### src/rtl/fetch_redirect_ctrl.sv
// ---------------------------------------------------------------------------
// fetch_redirect_ctrl
//
// Purpose:
//   Resolves branches / JAL / JALR sitting in EX and drives the fetch stage's
//   next-PC selection (branch_taken, branch_addr, pc_write) together with the
//   IF/ID and ID/EX hold/flush controls. A redirect that resolves while the
//   front end is frozen by ext_stall is latched and issued exactly once, in
//   the first cycle after the stall releases.
//
// Ports:
//   clk, reset                  clock, synchronous active-high reset
//   ex_valid, ex_is_branch,
//   ex_is_jal, ex_is_jalr       EX instruction qualifiers
//   ex_funct3                   branch condition code
//   ex_rs1, ex_rs2              forwarded operands
//   ex_pc, ex_imm               EX PC and sign-extended immediate
//   load_use_stall              one-cycle front-end hold request
//   ext_stall                   whole front end frozen
//   branch_taken, branch_addr   next-PC select and redirect target to fetch
//   pc_write                    PC register enable
//   if_id_write                 IF/ID register enable
//   if_id_flush, id_ex_flush    pipeline flush controls
//   redirect_pending            a latched redirect awaits issue
//
// Optional feature (macro BRANCH_STATS_EN):
//   Adds saturating statistics counters stat_branches, stat_taken and
//   stat_stall_cyc (CNT_W bits each). Without the macro they are absent.
// ---------------------------------------------------------------------------
module fetch_redirect_ctrl #(
    parameter int XLEN  = 32,
    parameter int CNT_W = 32
) (
    input  logic            clk,
    input  logic            reset,
    input  logic            ex_valid,
    input  logic            ex_is_branch,
    input  logic            ex_is_jal,
    input  logic            ex_is_jalr,
    input  logic [2:0]      ex_funct3,
    input  logic [XLEN-1:0] ex_rs1,
    input  logic [XLEN-1:0] ex_rs2,
    input  logic [XLEN-1:0] ex_pc,
    input  logic [XLEN-1:0] ex_imm,
    input  logic            load_use_stall,
    input  logic            ext_stall,
    output logic            branch_taken,
    output logic [XLEN-1:0] branch_addr,
    output logic            pc_write,
    output logic            if_id_write,
    output logic            if_id_flush,
    output logic            id_ex_flush,
    output logic            redirect_pending
`ifdef BRANCH_STATS_EN
    ,
    output logic [CNT_W-1:0] stat_branches,
    output logic [CNT_W-1:0] stat_taken,
    output logic [CNT_W-1:0] stat_stall_cyc
`endif
);

    typedef enum logic {
        RUN  = 1'b0,
        PEND = 1'b1
    } state_t;

    state_t          state_reg;
    logic [XLEN-1:0] pend_addr_reg;

    // ------------------------------------------------------------------
    // Branch condition and redirect target (purely combinational)
    // ------------------------------------------------------------------
    logic            eq;
    logic            lt_s;
    logic            lt_u;
    logic            cond;
    logic            take;
    logic [XLEN-1:0] seq_addr;
    logic [XLEN-1:0] pc_rel_target;
    logic [XLEN-1:0] jalr_sum;
    logic [XLEN-1:0] target;

    assign eq   = (ex_rs1 == ex_rs2);
    assign lt_s = ($signed(ex_rs1) < $signed(ex_rs2));
    assign lt_u = (ex_rs1 < ex_rs2);

    always_comb begin
        cond = 1'b0;
        case (ex_funct3)
            3'b000:  cond = eq;
            3'b001:  cond = ~eq;
            3'b100:  cond = lt_s;
            3'b101:  cond = ~lt_s;
            3'b110:  cond = lt_u;
            3'b111:  cond = ~lt_u;
            default: cond = 1'b0;
        endcase
    end

    assign take = ex_valid & (ex_is_jal | ex_is_jalr | (ex_is_branch & cond));

    assign seq_addr      = ex_pc + XLEN'(4);
    assign pc_rel_target = ex_pc + ex_imm;
    assign jalr_sum      = ex_rs1 + ex_imm;

    // JALR wins over JAL/branch when several flags are set; JAL and branch
    // share the PC-relative target, so only JALR needs distinguishing.
    assign target = ex_is_jalr ? {jalr_sum[XLEN-1:1], 1'b0} : pc_rel_target;

    // ------------------------------------------------------------------
    // Output decode. Outputs must react in the same cycle the branch
    // resolves, so they are decoded from the state register and inputs.
    // ------------------------------------------------------------------
    always_comb begin
        branch_taken     = 1'b0;
        branch_addr      = seq_addr;
        pc_write         = 1'b0;
        if_id_write      = 1'b0;
        if_id_flush      = 1'b0;
        id_ex_flush      = 1'b0;
        redirect_pending = 1'b0;

        if (reset) begin
            branch_addr = '0;
            if_id_flush = 1'b1;
            id_ex_flush = 1'b1;
        end else begin
            case (state_reg)
                RUN: begin
                    if (take && !ext_stall) begin
                        // Redirect overrides load_use_stall: the held
                        // instruction is on the wrong path anyway.
                        branch_taken = 1'b1;
                        branch_addr  = target;
                        pc_write     = 1'b1;
                        if_id_write  = 1'b1;
                        if_id_flush  = 1'b1;
                        id_ex_flush  = 1'b1;
                    end else if (take) begin
                        // Frozen: hold everything, target is latched below.
                        pc_write    = 1'b0;
                        if_id_write = 1'b0;
                    end else begin
                        pc_write    = ~(load_use_stall | ext_stall);
                        if_id_write = ~(load_use_stall | ext_stall);
                        id_ex_flush = load_use_stall & ~ext_stall;
                    end
                end
                PEND: begin
                    redirect_pending = 1'b1;
                    if (!ext_stall) begin
                        branch_taken = 1'b1;
                        branch_addr  = pend_addr_reg;
                        pc_write     = 1'b1;
                        if_id_write  = 1'b1;
                        if_id_flush  = 1'b1;
                        id_ex_flush  = 1'b1;
                    end
                end
                default: ;
            endcase
        end
    end

    // ------------------------------------------------------------------
    // State: EX inputs are ignored in PEND so the frozen instruction is
    // never resolved a second time.
    // ------------------------------------------------------------------
    always_ff @(posedge clk) begin
        if (reset) begin
            state_reg     <= RUN;
            pend_addr_reg <= '0;
        end else begin
            case (state_reg)
                RUN: begin
                    if (take && ext_stall) begin
                        state_reg     <= PEND;
                        pend_addr_reg <= target;
                    end
                end
                PEND: begin
                    if (!ext_stall) begin
                        state_reg <= RUN;
                    end
                end
                default: state_reg <= RUN;
            endcase
        end
    end

`ifdef BRANCH_STATS_EN
    // ------------------------------------------------------------------
    // Saturating statistics counters
    // ------------------------------------------------------------------
    logic [CNT_W-1:0] stat_branches_reg;
    logic [CNT_W-1:0] stat_taken_reg;
    logic [CNT_W-1:0] stat_stall_cyc_reg;
    logic             resolved;

    // Counted only in RUN, so a redirect that goes through PEND is seen once.
    assign resolved = (state_reg == RUN) & ex_valid &
                      (ex_is_branch | ex_is_jal | ex_is_jalr);

    always_ff @(posedge clk) begin
        if (reset) begin
            stat_branches_reg  <= '0;
            stat_taken_reg     <= '0;
            stat_stall_cyc_reg <= '0;
        end else begin
            if (resolved && !(&stat_branches_reg))
                stat_branches_reg <= stat_branches_reg + CNT_W'(1);
            if (branch_taken && !(&stat_taken_reg))
                stat_taken_reg <= stat_taken_reg + CNT_W'(1);
            if (!pc_write && !(&stat_stall_cyc_reg))
                stat_stall_cyc_reg <= stat_stall_cyc_reg + CNT_W'(1);
        end
    end

    assign stat_branches  = stat_branches_reg;
    assign stat_taken     = stat_taken_reg;
    assign stat_stall_cyc = stat_stall_cyc_reg;
`endif

endmodule

### config.mk
export PLATFORM = sky130hd
export DESIGN_NAME = fetch_redirect_ctrl
export DESIGN_NICKNAME = d
export VERILOG_FILES = /design/src/rtl/fetch_redirect_ctrl.sv
export SDC_FILE = /design/constraint.sdc
export NUM_CORES = 1
export LEC_CHECK = 0
export BUFFER_PORTS_ARGS = -buffer_cell sky130_fd_sc_hd__clkbuf_2
export CAP_MARGIN = 40
export CELL_PAD_IN_SITES_DETAIL_PLACEMENT = 0
export CELL_PAD_IN_SITES_GLOBAL_PLACEMENT = 1
export CORE_UTILIZATION = 43
export CTS_BUF_LIST = sky130_fd_sc_hd__clkbuf_2
export CTS_CLUSTER_SIZE = 12
export DETAILED_ROUTE_END_ITERATION = 7
export PLACE_DENSITY_LB_ADDON = 0.1
export SYNTH_ARGS = -nofsm -noshare
export SYNTH_HDL_FRONTEND = slang
export SYNTH_SLANG_ARGS = --single-unit
### constraint.sdc
create_clock -name clk -period 8.8 [get_ports clk]
set_input_delay 1.32 -clock clk [delete_from_list [all_inputs] [get_ports clk]]
set_output_delay 1.32 -clock clk [all_outputs]
set_load 0.005 [all_outputs]
### After elaboration in Yosys (flattened, before gate mapping)

Cells that the tools add are included.

* register bits: 33
* input port bits: 139
* output and inout port bits: 38
* word-level logic and storage cells: 54

* add/subtract/negate cells: 3
* magnitude comparators: 2
* equality and inequality tests: 6
* muxes and demuxes: 24
* bitwise operators: 12
* reductions and logical operators: 5

Operators by type and width (count)
* two-way mux 32 bit: 4
* adder 32 bit: 2
* < comparator 32 bit: 2
* case mux 32 bit (2 select lines): 1
* adder 32 x 3 -> 32 bit (second input constant): 1
* equality test 32 bit: 1
* two-way mux 1 bit: 14
* equality test 3 bit (second input constant): 4
* case mux 1 bit (2 select lines): 4
* inverter 1 bit: 6
* case mux 1 bit (6 select lines): 1
* bitwise AND 1 bit: 3
* equality test 3 x 1 -> 1 bit (second input constant): 1
* zero test 3 bit: 1
* OR 1 bit: 3
* logical AND 1 bit: 2
* AND reduction 2 bit: 1
* zero test 1 bit: 1

### Longest topological paths before layout

Gate-level depths: netlist (run 1).

* depth in word-level cells: 10
* gate-level depth with buffers: 12

### Least setup slack after synthesis (run 1)

No wires, ideal clock.

* path type: input to output
* start point: input port ex_rs1[6]
* end point: output port branch_addr[31]
* data arrival time: 3.874 ns
* setup slack: 3.606 ns
* stages: 10
* buffers on the path: 0
* cell sequence: ha_1 > and3_4 > a221o_1 > a21oi_1 > a21oi_2 > o2111ai_1 > a2111oi_0 > a211oi_1 > xor2_1 > a2111oi_1

* word-level cells in the longest chain between the ends: 10
* elaborated cells on any way between the ends: 16

Ends and longest elaborated chain
* from (decl): RTL line 41 `input logic [XLEN-1:0] ex_rs1,`
* < comparator 32 bit, or another cell as far along: RTL line 85 `assign lt_u = (ex_rs1 < ex_rs2);`
* inverter 1 bit, on equally long branches: RTL line 95, 91, 93
* case mux 1 bit (6 select lines): RTL line 89 `case (ex_funct3)`
* bitwise AND 1 bit: RTL line 100 `assign take = ex_valid & (ex_is_jal | ex_is_jalr | (ex_is_branch & cond));`
* OR 1 bit: RTL line 100
* bitwise AND 1 bit: RTL line 100
* logical AND 1 bit: RTL line 130 `if (take && !ext_stall) begin`
* two-way mux 32 bit *: RTL line 130
* case mux 32 bit (2 select lines) *: RTL line 128 `case (state_reg)`
* two-way mux 32 bit *: RTL line 123 `if (reset) begin`
* to (decl): RTL line 48 `output logic [XLEN-1:0] branch_addr,`

Mark *: on every way between the ends. The rest lies on a longest branch, timed or not.

### Final worst setup path (run 1)

* start point: input port ex_rs1[31]
* end point: output port branch_addr[14]

* word-level cells in the longest chain between the ends: 10
* elaborated cells on any way between the ends: 14

Ends and longest elaborated chain (RTL line)
* < comparator 32 bit, or another cell as far along: 85
* inverter 1 bit, on equally long branches: 95, 91, 93
* case mux 1 bit (6 select lines) *: 89
* bitwise AND 1 bit *: 100
* OR 1 bit *: 100
* bitwise AND 1 bit *: 100
* logical AND 1 bit *: 130
* two-way mux 32 bit *: 130
* case mux 32 bit (2 select lines) *: 128
* two-way mux 32 bit *: 123

Marked as above.

==> results of run 1 <==
stage by stage:
| stage | hold WS [ns] | worst slack (ns) | cell area, um2 | total power, mW |
|---|---|---|---|---|
| 3_5_place_dp | 0.452 | 2.65 | 8040 | 0.657 |
| 3_3_place_gp | 0.444 | 2.55 | 7980 | 0.655 |
| 4_1_cts | 0.474 | 2.63 | 8070 | 0.733 |
| 5_1_grt | 0.512 | 2.46 | 8080 | 0.799 |
| 2_1_floorplan | 0.433 | 3.61 | 6970 | 0.501 |
| 6_report | 0.473 | 2.68 | 8080 | 0.737 |
tightest hold or removal path, stage by stage, from the launching register on:
cell     delay (ns)
dfxtp_1        0.35
nand2_1        0.05
a21oi_1        0.05
kinds of logic after synthesis:
logic type                 after synthesis
AOI/OAI and AO/OA                      284
adders and majority gates               96
xor gates and xnor gates                74
buffers and inverters                   95
DFF                                     33
and+or+nand+nor                        365
muxes                                   18
layout by cell type, fill, tap and decap left out, types with 4 or more instances in the layout:
cell type  instances
clkbuf_2         181
nor2_1           129
ha_1              94
a21oi_1           73
nand2_1           66
inv_1             54
xnor2_1           42
o21ai_0           36
a211oi_1          35
dfxtp_1           33
xor2_1            32
nand3_1           30
a21o_1            26
nor3_1            24
nand4_1           18
mux2i_1           17
or3_1             16
a31oi_1           15
and3_1            13
a2111oi_2         13
and2_1            10
nor2b_1            9
o21bai_1           9
o31ai_1            9
o211ai_1           8
or2_2              8
a221oi_1           7
a2111oi_0          7
nor4_1             6
and4_1             5
a31o_2             5
nand3b_1           5
nand2b_1           4
o21a_1             4
buf_4              4
routing by layer:
layer,routed length [um],vias up
li1,-,3905
met1,12000,3429
met2,9190,228
met3,1090,8
met4,155,0
met5,0,-
layout make-up:
type	instances	share of cell area
multi-input cells	837	0.735
repair buffers	183	0.119
flip-flops and latches	33	0.0818
well taps	216	0.0335
inverters	54	0.0251
clock buffers	5	0.00310
clock inverters	3	0.00155
diodes	1	0.000310
path summary, 6_finish.rpt:
| check | to | slack [ns] |
|---|---|---|
| worst max-delay path | branch_addr[14] | 2.68 |
| worst min-delay path | pend_addr_reg[0] | 0.47 |
| worst max register to register | pend_addr_reg[31] | 6.84 |
| worst min register to register | pend_addr_reg[0] | 0.47 |
power by group through the flow:
stage / clock (mW) / sequential [mW] / combinational (mW)
2_1_floorplan: 0 / 0.168 / 0.333
4_1_cts: 0.0775 / 0.167 / 0.489
3_5_place_dp: 0 / 0.170 / 0.486
3_3_place_gp: 0 / 0.170 / 0.485
6_report: 0.0747 / 0.167 / 0.495
5_1_grt: 0.0831 / 0.168 / 0.547
==> flow_summary_export.csv, run 1 <==
group,metric,value,unit
placed_design,place.gp.congestion,0.896,
clock_network,cts_sinks,33,
critical_path,regToRegStartpoint,"state_reg",
power_and_ir_drop,power.leakage,3.76,nW
synth,synth_compound_area_frac,0.297,
hold_path,hold_path_class,"reg2reg",
floorplanning,rows,46,
synth,synth_adder_area_share,0.175,
global_route,antenna_found_initial,1,
routing,drc,0,
synth,ys_warn_count,0,
power_and_ir_drop,pwr-share-comb,0.672,
synth,synth.top_cell.area_share,0.169,
synth,synth_simple_gate_area_share,0.261,
placed_design,portBuffers,176,
sta,hold_viol,0,
synth,synthXorXnorAreaFrac,0.0930,
final_layout,multi_input_area,5940,um2
critical_path,critPathMaxFanout,18,
clock_network,cts_root_buffer,"clkbuf_2",
critical_path,cp.depth,12,
synth,synthTopCellsByArea,"ha_1 (17%), dfxtp_1 (9.5%), nor2_1 (6.9%)",
outcome,status,"completed",
sta,relSlewSlack,0.396,
sta,fin_crit,6.12,ns
sta,tns,0,ns
routing,antenna_left,0,
global_route,grt_util_met1,0.425,
synth,synth_nets,1200,
floorplanning,dieArea,16700,um2
synth,synth_seq_cells,33,
critical_path,path_class,"in2out",
critical_path,max_stage_delay,0.76,ns
routing,wl,22.5,mm
critical_path,path_buf_inv,2,
hold_path,hp-start,"pend_addr_reg[0]",
global_route,grt-ovfl-total,0,
final_layout,areaGrowthSynthToFinish,15.9,%
routing,firstDrtPassIters,5,
clock_network,clk_latency,0.40,ns
critical_path,r2r_cells,3,
floorplanning,num_io_pins,177,
sta,fmax,163,MHz
global_route,grt_pass1_vias,6575,
sta,fin_skew,0.0109,ns
floorplanning,core,15800,um2
global_route,use_met2,0.392,
final_layout,finish.utilization,0.510,
critical_path,cpMostUsedCell,"clkbuf_2",
power_and_ir_drop,clkPwrFrac,0.101,
global_route,gr-usage-all-layers,0.267,
critical_path,cp.required,7.48,ns
final_layout,fin_cells,1332,
final_layout,seq_area,661,um2
critical_path,cp_cell_sequence,"clkbuf_2 > ha_1 > nand4_2 > nor4_4 > nand3_1 > a31oi_1 > mux2i_1 > o311ai_4 > or3_1 > nor2_1 > a2111oi_2 > clkbuf_2",
synth,synth.distinct_cells,78,
hold_path,hold_depth,2,
placed_design,dp_hpwl,18.7,mm
clock_network,post_cts_buffers,0,
critical_path,crit_family,"compound AO/OA/AOI/OAI gates",
global_route,grt_pass1_wl,34.8,mm
synth,syn_area,6970,um2
sta,finalCritPeriodShare,0.696,
routing,viasPerCell,5.68,
clock_network,cts_hold_buf,0,
critical_path,critPathCaptureType,"primary output",
power_and_ir_drop,seqPwrFrac,0.227,
floorplanning,start_util,0.440,
power_and_ir_drop,power_density,91.2,nW/um2
power_and_ir_drop,power_switching,357,uW
clock_network,ctsHtreeMaxLevel,2,
final_layout,layout-drive-gt1-share,0.207,
global_route,grt_busiest_layer,"met1",
synth,synth.most_common_cell,"nor2_1",
critical_path,cpMaxStageDelayCell,"o311ai_4",
sta,worst_slew_pin_slew,0.904,ns
synth,seq_area_frac_synth,0.0948,
power_and_ir_drop,switching_share,0.484,
final_layout,fin_nets,1349,
global_route,grt_util_met3,0.0149,
sta,maxSlewViolCount,0,
run,maxCapViolCount,0,
synth,synth_mux_area_frac,0.0260,
critical_path,start_kind,"primary input",
final_layout,largest_reg_flops,32,
final_layout,fillers,1653,
synth,synth_area_per_cell,7.22,um2
clock_network,cts_buffers,5,
clock_network,cts-resized-gates,0,
critical_path,cp-startpoint,"ex_rs1[31]",
synth,synth_edf_count,0,
clock_network,path_clk_slew,0.17,ns
routing,num_vias,7570,
sta,rsz0062_at_grt,"no",
clock_network,cts_buffer_depth,2,
floorplanning,die-height,129,um
placed_design,placed_cells,1323,
synth,synth_top_family_by_area,"compound AO/OA/AOI/OAI gates",
routing,wl_per_cell,16.9,um
synth,async_flop_share,0,
synth,synth_cells,965,
floorplanning,die-width,129,um
clock_network,cts_tree,"built",
power_and_ir_drop,ir_worst_vdd,0.0586,mV
global_route,grt_start_max_net_pins,75,
routing,drt_iter0_drc,518,
synth,yosysTopAreaCell,"ha_1",
critical_path,critPathArrivalTime,4.80,ns
synth,synth_top_flop_cell,"dfxtp_1",
sta,setup_violations,0,
synth,synth_common_cells,"nor2_1 (129), ha_1 (94), a21oi_1 (73), nand2_1 (66), inv_1 (54)",
power_and_ir_drop,power.internal,380,uW
No activity file was read; power rests on OpenSTA's default activity.
==> inputs of run 2 (changes only) <==
Settings changed: CORE_UTILIZATION 43 to 40.
Clock period 8.8 ns to 5.9 ns, I/O delays scaled along.
==> run 2 against run 1 <==
  * Wire length is 4.8% higher
  * Clock skew rose by 0.0057 ns
  * Global-route usage fell by 0.56 points
  * Critical path type unchanged
  * Largest cell class unchanged
==> flow_summary_export.csv, run 2 (same netlist as run 1, synthesis figures left out) <==
group,metric,value,unit
sta,fin_crit,5.19,ns
global_route,grt_pass1_vias,6909,
routing,drc,0,
outcome,status,"completed",
run,maxCapViolCount,0,
floorplanning,core,16800,um2
global_route,grt_start_max_net_pins,45,
clock_network,cts_root_buffer,"clkbuf_2",
placed_design,place_ws,0.738,ns
floorplanning,num_io_pins,177,
placed_design,dpl-instance-area,8060,um2
clock_network,post_cts_buffers,0,
final_layout,areaGrowthSynthToFinish,16.3,%
routing,viasPerCell,5.65,
routing,num_vias,7561,
critical_path,critPathArrivalTime,4.30,ns
placed_design,portBuffers,176,
routing,wl_per_cell,17.6,um
final_layout,largest_reg_flops,32,
routing,antenna_left,0,
floorplanning,die-width,134,um
global_route,gr-usage-all-layers,0.261,
sta,maxSlewViolCount,0,
clock_network,cts_hold_buf,0,
final_layout,fin_nets,1351,
floorplanning,die-height,134,um
critical_path,critPathCaptureType,"primary output",
final_layout,finish.instance_area,8100,um2
critical_path,cp.required,5.02,ns
critical_path,start_kind,"primary input",
clock_network,cts_buffers,5,
global_route,grt_pass1_wl,37.2,mm
global_route,grt-ovfl-total,0,
power_and_ir_drop,finalPower,1.12,mW
clock_network,cts-resized-gates,0,
global_route,antenna_found_initial,1,
clock_network,cts_buffer_depth,2,
critical_path,critPathMaxFanout,18,
clock_network,clk_latency,0.41,ns
sta,relSlewSlack,0.417,
floorplanning,dieArea,18000,um2
hold_path,hold_depth,2,
clock_network,cts_sinks,33,
critical_path,crit_family,"compound AO/OA/AOI/OAI gates",
critical_path,cp_cell_sequence,"clkbuf_2 > ha_1 > and2_0 > a221o_1 > a211oi_1 > nand3_1 > mux2i_1 > o311ai_4 > a21oi_2 > nor2_1 > a2111oi_0 > clkbuf_2",
final_layout,fillers,1841,
critical_path,path_buf_inv,2,
sta,rsz0062_at_grt,"no",
hold_path,hold_path_class,"reg2reg",
floorplanning,rows,47,
final_layout,layout_common_cells,"clkbuf_2 (182), nor2_1 (129), ha_1 (94), a21oi_1 (73), nand2_1 (66)",
critical_path,path_class,"in2out",
clock_network,ctsHtreeMaxLevel,2,
sta,setup_violations,0,
power_and_ir_drop,power.leakage,3.78,nW
routing,firstDrtPassIters,6,
final_layout,final_common_cell,"clkbuf_2",
final_layout,layout-drive-gt1-share,0.210,
critical_path,cpMaxStageDelayCell,"a21oi_2",
routing,wl,23.5,mm
sta,fin_ws,0.714,ns
sta,fin_skew,0.0165,ns
placed_design,place.gp.congestion,0.927,
critical_path,r2r_cells,4,
sta,hold_viol,0,
power_and_ir_drop,ir_worst_vdd,0.0894,mV
sta,finalCritPeriodShare,0.879,
critical_path,max_stage_delay,0.73,ns
floorplanning,start_util,0.414,
sta,fmax,193,MHz
critical_path,cpMostUsedCell,"clkbuf_2",
sta,tns,0,ns
power_and_ir_drop,power_density,138,nW/um2
critical_path,cp.depth,12,
clock_network,cts_tree,"built",
clock_network,path_clk_slew,0.20,ns
sta,worst_slew_pin_slew,0.875,ns
routing,drt_iter0_drc,424,
placed_design,dp_hpwl,19.7,mm
[run 2: cell types whose count changed in the layout (fill, tap and decap cells not counted)]
cell	previous run	this run
clkbuf_2	181	182
clkinv_1	2	0
clkinv_2	1	2
buf_8	1	2
buf_6	1	0
buf_4	4	6
[run 2: path summary, 6_finish.rpt]
kind / startpoint / to / slack, ns
worst min register to register: pend_addr_reg[1] / pend_addr_reg[1] / 0.47
worst max register to register: state_reg / pend_addr_reg[8] / 3.98
worst min-delay path: pend_addr_reg[1] / pend_addr_reg[1] / 0.47
worst max-delay path: ex_rs1[19] / branch_addr[8] / 0.71
[run 2: cell type report]
class / instances / area (um2) / share of cell area
antenna: 1 / 2.50 / 0.000309
clock buffer: 6 / 30.0 / 0.00371
clock inverter: 2 / 10.0 / 0.00124
inverter: 54 / 203 / 0.0250
multi-input combinational: 837 / 5940 / 0.733
sequential: 33 / 661 / 0.0815
tap: 220 / 275 / 0.0340
timing repair buffer: 185 / 983 / 0.121
[run 2: worst register-to-register path, delay by kind of cell (launching register included)]
kind	cells	cell delay (ns)
buffers and inverters	1	0.43
DFF	1	0.53
muxes	1	0.22
and+or+nand+nor	2	0.69
[run 2: per-layer routing]
metal | GRT usage | part of all wire | up-vias
li1 | - | - | 3898
met1 | 0.410 | 0.52 | 3414
met2 | 0.374 | 0.40 | 234
met3 | 0.0302 | 0.067 | 15
met4 | 0.0492 | 0.011 | 0
met5 | 0 | 0 | -
[run 2: metrics by stage]
step | instances | utilization | hold slack (ns)
after floorplan | 965 | - | 0.433
after global placement | 1326 | 0.476 | 0.449
after detailed placement | 1329 | 0.479 | 0.448
after CTS | 1337 | 0.482 | 0.476
after global routing | 1338 | 0.482 | 0.501
final | 1338 | 0.482 | 0.473
[run 2: power by group]
| part | total (mW) | switching, mW | internal, mW |
|---|---|---|---|
| sequential | 0.250 | 0.00996 | 0.240 |
| combinational | 0.746 | 0.443 | 0.303 |
| clock | 0.119 | 0.0897 | 0.0297 |
| total | 1.12 | 0.543 | 0.573 |
==> inputs of run 3 (changes only) <==
Settings changed: CELL_PAD_IN_SITES_DETAIL_PLACEMENT 0 to default, CELL_PAD_IN_SITES_GLOBAL_PLACEMENT 1 to default, CORE_UTILIZATION 40 to 57, PLACE_DENSITY from default to 0.85, PLACE_DENSITY_LB_ADDON 0.1 to default.
==> run 3 against run 2 <==
  * The run now ends with DRC left
  * Sequential power about the same
  * Worst hold slack worse by 0.0041 ns
  * Clock skew down 0.0040 ns
  * First-iteration DRC count up 75%
  * Critical path depth unchanged
  * Cell count down 5.8%
  * Core utilization up 18 points
  * Critical endpoint unchanged
  * Largest cell class unchanged
  * Highest routed layer unchanged
==> flow_summary_export.csv, run 3 (same netlist as run 1, synthesis figures left out) <==
group,metric,value,unit
critical_path,path_buf_inv,2,
sta,worst_slew_pin_slew,0.893,ns
sta,relSlewSlack,0.403,
sta,fin_skew,0.0126,ns
floorplanning,core,12000,um2
sta,fin_crit,5.33,ns
clock_network,cts_buffer_depth,2,
clock_network,cts-resized-gates,0,
global_route,grt-ovfl-total,0,
critical_path,cpMaxStageDelayCell,"a21oi_2",
routing,viasPerCell,6.22,
final_layout,fin_cells,1261,
final_layout,layout_common_cells,"clkbuf_2 (181), nor2_1 (129), ha_1 (94), a21oi_1 (73), nand2_1 (66)",
critical_path,cp.required,5.02,ns
power_and_ir_drop,power.leakage,3.76,nW
sta,rsz0062_at_grt,"no",
critical_path,start_kind,"primary input",
final_layout,fin_nets,1349,
sta,setup_violations,0,
sta,finalCritPeriodShare,0.904,
clock_network,post_cts_buffers,0,
final_layout,largest_reg_flops,32,
clock_network,cts_buffers,5,
routing,firstDrtPassIters,8,
critical_path,critPathArrivalTime,4.45,ns
power_and_ir_drop,finalPower,1.09,mW
global_route,grt_pass1_wl,34.2,mm
final_layout,finish.instance_area,7970,um2
final_layout,final_common_cell,"clkbuf_2",
critical_path,max_stage_delay,0.78,ns
floorplanning,dieArea,12700,um2
global_route,antenna_found_initial,1,
final_layout,layout-drive-gt1-share,0.208,
critical_path,path_class,"in2out",
placed_design,placed_cells,1254,
clock_network,ctsHtreeMaxLevel,2,
outcome,status,"complete, but fails checks",
floorplanning,die-width,113,um
critical_path,crit_family,"compound AO/OA/AOI/OAI gates",
global_route,gr-usage-all-layers,0.334,
power_and_ir_drop,ir_worst_vdd,0.0511,mV
routing,drt_iter0_drc,740,
routing,antenna_left,0,
routing,wl_per_cell,16.8,um
critical_path,critPathCaptureType,"primary output",
global_route,grt_start_max_net_pins,46,
sta,tns,0,ns
placed_design,portBuffers,176,
hold_path,hold_path_class,"reg2reg",
run,maxCapViolCount,0,
sta,fmax,188,MHz
routing,num_vias,7848,
floorplanning,num_io_pins,177,
power_and_ir_drop,power_density,137,nW/um2
outcome,violations,"DRC",
clock_network,cts_tree,"built",
placed_design,place.gp.congestion,0.981,
placed_design,dpl-instance-area,7940,um2
clock_network,clk_latency,0.40,ns
floorplanning,rows,40,
placed_design,dp_hpwl,17.6,mm
critical_path,critPathMaxFanout,18,
floorplanning,die-height,113,um
sta,hold_viol,0,
clock_network,cts_sinks,33,
clock_network,cts_root_buffer,"clkbuf_2",
final_layout,areaGrowthSynthToFinish,14.4,%
global_route,grt_pass1_vias,6851,
sta,maxSlewViolCount,0,
routing,drc,1,
floorplanning,start_util,0.583,
clock_network,path_clk_slew,0.20,ns
critical_path,cp_cell_sequence,"clkbuf_2 > ha_1 > nand4_1 > nor4_1 > nand4_1 > xor2_1 > o31ai_2 > o311ai_4 > a21oi_2 > nor2_1 > a2111oi_0 > clkbuf_2",
clock_network,cts_hold_buf,0,
routing,wl,21.2,mm
[run 3: changes by cell type in the layout (fill, tap and decap cells not counted)]
cell / before / now
clkbuf_2: 182 / 181
clkinv_2: 2 / 1
buf_8: 2 / 0
[run 3: worst paths after layout]
path,to,slack (ns),depth (start not counted),from
worst max register to register,pend_addr_reg[31],3.92,3,state_reg
worst min-delay path,pend_addr_reg[1],0.47,2,pend_addr_reg[1]
worst min register to register,pend_addr_reg[1],0.47,2,pend_addr_reg[1]
worst max-delay path,branch_addr[8],0.57,12,ex_rs1[14]
[run 3: worst reg2reg max path, stage by stage (launching register included)]
cell and delay [ns]:
dfxtp_1 0.52, or3_1 0.78, or4_1 0.55, nand3_1 0.09
[run 3: area by class of cell]
| cell class | instances | area [um2] |
|---|---|---|
| Tap cell | 147 | 184 |
| Clock buffer | 5 | 25.0 |
| Fill cell | 1057 | 3990 |
| Antenna cell | 1 | 2.50 |
| Inverter | 54 | 203 |
| Multi-Input combinational cell | 837 | 5940 |
| Clock inverter | 1 | 5.00 |
| Sequential cell | 33 | 661 |
| Timing Repair Buffer | 183 | 953 |
[run 3: report_power, final]
group          total (mW)  switching, mW  internal [mW]
sequential          0.250         0.0101          0.240
clock               0.110         0.0858         0.0242
combinational       0.730          0.430          0.301
total                1.09          0.526          0.565
[run 3: metrics by stage]
stage          utilization  hold WS (ns)  setup WS, ns
3_3_place_gp         0.661         0.438         0.742
2_1_floorplan            -         0.433          1.58
5_1_grt              0.666         0.511         0.333
6_report             0.666         0.469         0.567
4_1_cts              0.666         0.466         0.645
3_5_place_dp         0.664         0.444         0.638
[run 3: layer usage]
layer,global-route usage,routed length [um]
met5,0,0
met1,0.477,9400
met4,0.114,573
met3,0.0410,2150
met2,0.514,9050
